$ cat src/rtl/norm_shift_seq.sv
// norm_shift_seq: normalises an unsigned product by iterating a light left shifter until the MSB is set.
// Ports: clk/rst_n (async active-low); flush (sync abort); in_valid/in_ready/in_data (WIDTH-bit product);
// out_valid/out_ready; out_data (normalised product), out_shamt (total left shift), out_zero (input was zero).
module norm_lshift #(
  parameter int WIDTH  = 48,
  parameter int AWIDTH = 5
) (
  input  logic [WIDTH-1:0]  d,
  input  logic [AWIDTH-1:0] amt,
  output logic [WIDTH-1:0]  q
);
  assign q = d << amt;
endmodule

module norm_shift_seq #(
  parameter int WIDTH = 48
) (
  input  logic                       clk,
  input  logic                       rst_n,
  input  logic                       flush,
  input  logic                       in_valid,
  output logic                       in_ready,
  input  logic [WIDTH-1:0]           in_data,
  output logic                       out_valid,
  input  logic                       out_ready,
  output logic [WIDTH-1:0]           out_data,
  output logic [$clog2(WIDTH)-1:0]   out_shamt,
  output logic                       out_zero
);
  localparam int AWIDTH = $clog2(WIDTH) - 1;
  localparam int SWIDTH = $clog2(WIDTH);
  localparam int MAXS   = (1 << AWIDTH) - 1;
  localparam int LZW    = $clog2(WIDTH + 1);
  typedef enum logic [1:0] {IDLE, SHIFT, DONE} state_t;
  state_t state, state_n;
  logic [WIDTH-1:0]  data_q, shifted;
  logic [SWIDTH-1:0] shamt_q;
  logic              zero_q, accept, last_pass;
  logic [LZW-1:0]    lz;
  logic [AWIDTH-1:0] step, sh_amt;
  always_comb begin
    lz = LZW'(WIDTH);
    for (int i = 0; i < WIDTH; i++)
      if (data_q[i]) lz = LZW'(WIDTH - 1 - i);
  end
  // Counts above MAXS are clipped to one full pass and finished on a later cycle.
  assign last_pass = lz <= LZW'(MAXS);
  assign step      = last_pass ? lz[AWIDTH-1:0] : AWIDTH'(MAXS);
  assign sh_amt    = (state == SHIFT) ? step : '0;
  norm_lshift #(.WIDTH(WIDTH), .AWIDTH(AWIDTH)) u_shift (.d(data_q), .amt(sh_amt), .q(shifted));
  assign in_ready  = !flush && (state == IDLE || (state == DONE && out_ready));
  assign accept    = in_valid && in_ready;
  assign out_valid = (state == DONE);
  assign out_data  = data_q;
  assign out_shamt = shamt_q;
  assign out_zero  = zero_q;
  always_comb begin
    state_n = state;
    state_n = flush                       ? IDLE :
              accept                      ? ((in_data == '0) ? DONE : SHIFT) :
              (state == SHIFT)            ? (last_pass ? DONE : SHIFT) :
              (state == DONE && out_ready) ? IDLE : state;
  end
  always_ff @(posedge clk or negedge rst_n) begin
    if (!rst_n) begin
      state   <= IDLE;
      data_q  <= '0;
      shamt_q <= '0;
      zero_q  <= 1'b0;
    end else begin
      state <= state_n;
      if (flush) begin
        zero_q <= 1'b0;
      end else if (accept) begin
        data_q  <= in_data;
        shamt_q <= '0;
        zero_q  <= (in_data == '0);
      end else if (state == SHIFT) begin
        data_q  <= shifted;
        shamt_q <= shamt_q + SWIDTH'(step);
      end
    end
  end
endmodule
$ cat config.mk
export PLATFORM = sky130hd
export DESIGN_NAME = norm_shift_seq
export DESIGN_NICKNAME = d
export VERILOG_FILES = /design/src/rtl/norm_shift_seq.sv
export SDC_FILE = /design/constraint.sdc
export NUM_CORES = 1
export LEC_CHECK = 0
export CAP_MARGIN = 20
export CORE_MARGIN = 4
export CORE_UTILIZATION = 65
export DETAILED_ROUTE_END_ITERATION = 8
export DONT_BUFFER_PORTS = 1
export PLACE_DENSITY = 0.81
export RECOVER_POWER = 25
export SYNTH_ARGS = -nofsm -noshare
export SYNTH_HDL_FRONTEND = slang
export SYNTH_SLANG_ARGS = --single-unit
$ cat constraint.sdc
create_clock -name clk -period 3.93 [get_ports clk]
set_clock_uncertainty 0.1 [all_clocks]
set_input_delay 0.786 -clock clk [delete_from_list [all_inputs] [get_ports clk]]
set_output_delay 0.786 -clock clk [all_outputs]
set_load 0.005 [all_outputs]
# Word level (Yosys, flattened, before mapping)
# Cells that the tools add are included.
[word_totals]
regBits = 57
in_bits = 53
out_inout_bits = 57
word_cells = 83
[op_classes]
addsub = 1
magnitude_cmp = 1
eq_ne = 2
shift = 1
muxes = 62
bitwise = 1
n_reduce_logical = 11
[op_table]
columns = ["op", "n"]
rows = [
  ["$mux W6", 48],
  ["$mux W48", 2],
  ["$logic_not A48 Y1", 1],
  ["$shl A48 B5 Y48", 1],
  ["$mux W5", 4],
  ["$mux W2", 6],
  ["$add A6 B5 Y6", 1],
  ["$le A6 B5 Y1 const B", 1],
  ["$reduce_bool A2 Y1", 2],
  ["$reduce_bool A4 Y1", 1],
  ["$logic_and A1 B1 Y1", 3],
  ["$eq A2 B1 Y1 const B", 1],
  ["$eq A2 B2 Y1 const B", 1],
  ["$logic_not A2 Y1", 1],
  ["$mux W1", 2],
  ["$reduce_and A2 Y1", 1],
  ["$logic_not A1 Y1", 1],
  ["$logic_or A1 B1 Y1", 1],
  ["$not A1 Y1", 1],
]

# Logic depth before layout (Yosys ltp)
[logic_depth]
ltp_word = 54
mapped_depth = 15

# Modules after synthesis
# From an unflattened synthesis, not the netlist that was laid out.
[unflattened]
cells_unflattened = 728
area_unflattened_um2 = 6399.9
[by_module_without_submodules]
columns = ["mod", "n_inst", "cells_each", "area_each_um2", "seq_area_each_um2"]
rows = [
  ["norm_shift_seq", 1, 392, 3515.9, 1426.4],
  ["norm_lshift", 1, 336, 2884.0, 0.0],
]

# Worst setup path after synthesis
# Ideal clock, no wire load.
[synth_path]
kind = "reg-to-reg"
startpoint = "reg data_q[15], in the netlist out_data[15]"
endpoint = "reg shamt_q[4], in the netlist out_shamt[4]"
setup_ns = 0.121
arrival_time_ns = 2.897
required_ns = 3.709
path_slack_ns = 0.812
stages_incl_launch_ff = 16
n_path_buf = 1
period_less_slack_ns = 3.118
cell_sequence = "dfrtp_1 buf_6 or3_1 a221oi_2 o21ai_1 a221oi_4 nor2_1 nor3_1 ha_1 inv_1 fa_1 inv_1 a21o_1 a21oi_1 xnor2_1 a22o_1"
[synth_between]
elab_chain_cells = 38
[synth_lines]
columns = ["item", "line", "text"]
rows = [
  ["start: declaration", "36", "logic [WIDTH-1:0] data_q, shifted;"],
  ["start signal: assignment", "75", "data_q <= in_data;"],
  ["start signal: assignment", "79", "data_q <= shifted;"],
  ["$mux W6 (*) (33 in a row)", "44", "if (data_q[i]) lz = LZW'(WIDTH - 1 - i);"],
  ["$le A6 B5 Y1", "47", "assign last_pass = lz <= LZW'(MAXS);"],
  ["$mux W5 (*)", "48", "assign step = last_pass ? lz[AWIDTH-1:0] : AWIDTH'(MAXS);"],
  ["$add A6 B5 Y6 (*)", "80", "shamt_q <= shamt_q + SWIDTH'(step);"],
  ["$mux W6 (*)", "78", "end else if (state == SHIFT) begin"],
  ["$mux W6 (*)", "74", "end else if (accept) begin"],
  ["end signal: assignment", "80", ""],
  ["end: declaration", "37", "logic [SWIDTH-1:0] shamt_q;"],
]
# Mark *: on every way between the ends. The rest lies on a longest branch, timed or not. The select of a mux whose other input is x is not followed.
# A chain may end at the register's enable or synchronous reset.

# Worst setup path in the final report
[layout_path]
startpoint = "reg data_q[37], in the netlist out_data[37]"
endpoint = "reg data_q[22], in the netlist out_data[22]"
[layout_between]
elab_chain_cells = 17
[layout_lines]
columns = ["item", "line", "text"]
rows = [
  ["$mux W6 (11 in a row)", "44", ""],
  ["$le A6 B5 Y1", "47", ""],
  ["$mux W5", "48", ""],
  ["$mux W5", "49", "assign sh_amt = (state == SHIFT) ? step : '0;"],
  ["$shl A48 B5 Y48 (*)", "12", "assign q = d << amt;"],
  ["$mux W48 (*)", "78", ""],
  ["$mux W48 (*)", "74", ""],
]
# Marks and branches as above.

==> results.py <==
metrics = {
    "status": {
        "outcome": "finished with violations",
        "violations": "capacitance limit, slew limit, setup timing",
    },
    "setup_path": {
        "critPathMaxFanout": 48,
        "cp.depth": 12,
        "start_kind": "flop",
        "cpMaxStageDelayCell": "a221oi_1",
        "path_buf_inv": 2,
        "worstSetupPathType": "reg2reg",
        "path_cells": "nor4_2 > nand4_1 > inv_1 > nand2_1 > o2111ai_1 > nand4_1 > buf_12 > nor2_2 > a22o_1 > nor2_1 > a221oi_1 > a21oi_1",
        "crit_top_cell": "nand4_1",
        "r2r_setup_slack_ns": -0.04,
        "reg2reg_depth": 12,
        "timing.rr.start": "out_data[37]",
        "crit_path_max_incr_delay_ns": 0.56,
        "crit_path_end_kind": "flop",
        "critical_path_required_ns": 4.06,
        "cp.arrival_ns": 4.11,
        "crit_family": "simple AND/OR/NAND/NOR gates",
        "rr_endpoint": "out_data[22]",
    },
    "drt": {
        "drt-total-wl_um": 30510,
        "firstDrtPassIters": 9,
        "drc": 0,
        "vias": 8319,
        "post_drt_wl_per_cell_um": 30.73,
        "drt_iter0_markers": 1874,
        "via_per_inst": 8.378,
        "ant_nets": 0,
    },
    "grt": {
        "grt_pass1_wl_um": 45480,
        "grt_max_degree": 50,
        "grt_usage_pct": 52.20,
        "grt_pass1_vias": 7756,
        "antenna_found_initial": 1,
        "overflow": 0,
    },
    "pwr": {
        "power_leakage_nw": 2.968,
        "powerDensity_nw_per_um2": 519.3,
        "power_mw": 3.734,
        "irDropWorstVdd_uv": 374.5,
    },
    "final_layout": {
        "layout.cells.non_filler": 993,
        "register_area_um2": 1428,
        "layout-drive-gt1-share_pct": 16.98,
        "num_antenna_cells": 0,
        "multi_input_area_um2": 4633,
        "final_cell_area_um2": 7191,
        "syn_to_final_growth_pct": 10.90,
        "nNetsFinal": 914,
        "fill_cells": 765,
    },
    "floorplan": {
        "rows": 36,
        "io_pins": 110,
        "die_w_um": 107.9,
        "die_area_um2": 11640,
        "initial_core_util_pct": 66.64,
        "die_h_um": 107.9,
        "coreArea_um2": 9729,
    },
    "min_path": {
        "whs_endpoint": "state[0]",
        "min_path_type": "in2reg",
        "holdPathStages": 1,
        "hp-start": "flush",
    },
    "cts": {
        "clkTransAtPathRegs_ns": 0.08,
        "cts_buffers": 9,
        "clockBufferDepth": 2,
        "clock_latency_ns": 0.39,
        "htreeDepth": 3,
        "cts_tree": "done",
        "clock_sinks": 57,
        "cts_root_buf": "clkbuf_8",
    },
    "yosys": {
        "ys_types": 83,
        "synth_top_cell_by_area": "dfrtp_1",
        "synth.area.top_cells": "dfrtp_1 (22%), mux2i_1 (8.3%), a21oi_1 (4.9%)",
        "yosys_warnings": 0,
        "ys_seq_elements": 57,
        "yosys-top-cells-count": "nor2_1 (83), nand2_1 (75), a21oi_1 (64)",
        "syn_nets": 896,
        "yosysTopAreaCellShare_pct": 22.00,
        "yosys_most_used_dff": "dfrtp_1",
        "syn_area_um2": 6484,
        "async_reset_ff_share_pct": 100.0,
        "synth_area_per_cell_um2": 7.746,
        "ys_seq_area_share_pct": 22.00,
        "syn_inst": 837,
        "synth_most_common_cell": "nor2_1",
        "synth_edf_count": 0,
    },
    "timing": {
        "fin_crit_sh_pct": 101.1,
        "slew_violations": 44,
        "finalSetupViolations": 1,
        "postLayoutSetupSlackWorst_ns": -0.04395,
        "period_needed_ns": 3.974,
        "hold_viol": 0,
        "max_slew_margin_pct": -79.00,
        "worst_slew_pin_slew_ns": 2.685,
        "clock.fmax_mhz": 251.6,
    },
    "place": {
        "gp_congestion": 1.107,
        "port_buffers": 0,
        "dp_hpwl_um": 22150,
        "dp.cells": 968,
        "placed_area_um2": 6894,
        "place_ws_ns": 0.2150,
    },
    "job": {
        "maxCapViolations": 1,
    },
}
-- sequential cells by signal (all words and copies together), names as in the netlist --
name,cells
out_data,48
out_shamt,6
out_zero,1
state,2
-- cell usage in the layout (no fill, tap or decap), drive strengths merged, types with 4 or more instances in the layout --
cell type / instances
a211oi: 11
a21o: 7
a21oi: 65
a221o: 8
a221oi: 16
a22o: 16
a22oi: 17
a31oi: 12
a32oi: 10
and2: 4
and3: 7
buf: 78
clkbuf: 12
clkinv: 4
dfrtp: 57
ha: 5
inv: 23
mux2: 15
mux2i: 55
nand2: 75
nand2b: 7
nand3: 17
nand4: 7
nor2: 86
nor2b: 7
nor3: 29
nor4: 23
o2111ai: 4
o211ai: 36
o21ai: 57
o221ai: 5
o22ai: 12
o31ai: 7
or4: 7
-- cells by family after synthesis --
| logic type | Yosys count | synth area share, % |
|---|---|---|
| compound gates | 319 | 35.53 |
| xor+xnor | 4 | 0.5404 |
| fa+ha+maj | 6 | 1.274 |
| buf+inv | 97 | 6.851 |
| flops | 57 | 22.00 |
| mux | 72 | 11.85 |
| simple gates | 282 | 21.96 |
-- metal layers --
metal	wire [µm]	vias up	global-route usage [%]
met2	11680	984	70.25
met3	6147	282	30.05
met1	10150	3779	64.89
met5	13	-	0
met4	2520	2	28.22
li1	-	3272	-
-- cell type report --
cell class                      count  area share, %
Multi-Input combinational cell    683          64.43
Sequential cell                    57          19.85
Inverter                           23          1.201
Timing Repair Buffer               81          9.344
Clock buffer                       11          2.105
Tap cell                          133          2.314
Clock inverter                      5         0.7482
-- worst reg2reg max path, delay by kind of cell (launching register included) --
family	cells	cell delay, ns
AOI/OAI and AO/OA	4	1.08
buffers and inverters	2	0.47
and+or+nand+nor	6	1.66
DFF	1	0.50
-- metrics by stage --
stage	setup TNS, ns	util [%]	hold slack (ns)
after global routing	-0.1783	73.91	0.3577
final	-0.04395	73.91	0.3606
after floorplan	0	-	0.3904
after global placement	0	70.86	0.3918
after detailed placement	0	70.86	0.3919
after CTS	0	73.46	0.1613
-- repair_timing --
action	in CTS	in global routing
endpoints found under the setup margin	0	13
hold buffers	3	0
endpoints found under the hold margin	43	0
resized for setup	0	4
buffers inserted	0	6
-- how the worst max path moves through the flow --
stage / endpoint / slack (ns) / start
2_1_floorplan: out_shamt[4] / 0.81 / out_data[15]
3_3_place_gp: out_data[34] / 0.14 / out_data[10]
3_5_place_dp: out_data[34] / 0.21 / out_data[10]
4_1_cts: out_data[34] / 0.13 / out_data[10]
5_1_grt: out_data[34] / -0.06 / out_data[29]
6_report: out_data[22] / -0.04 / out_data[37]
-- power breakdown --
group          switching (mW)  internal (mW)  total, mW
Sequential              0.378          0.747       1.13
Clock                   0.289          0.325      0.614
Combinational            1.25          0.747       1.99
(Power assumes the default switching activity.)
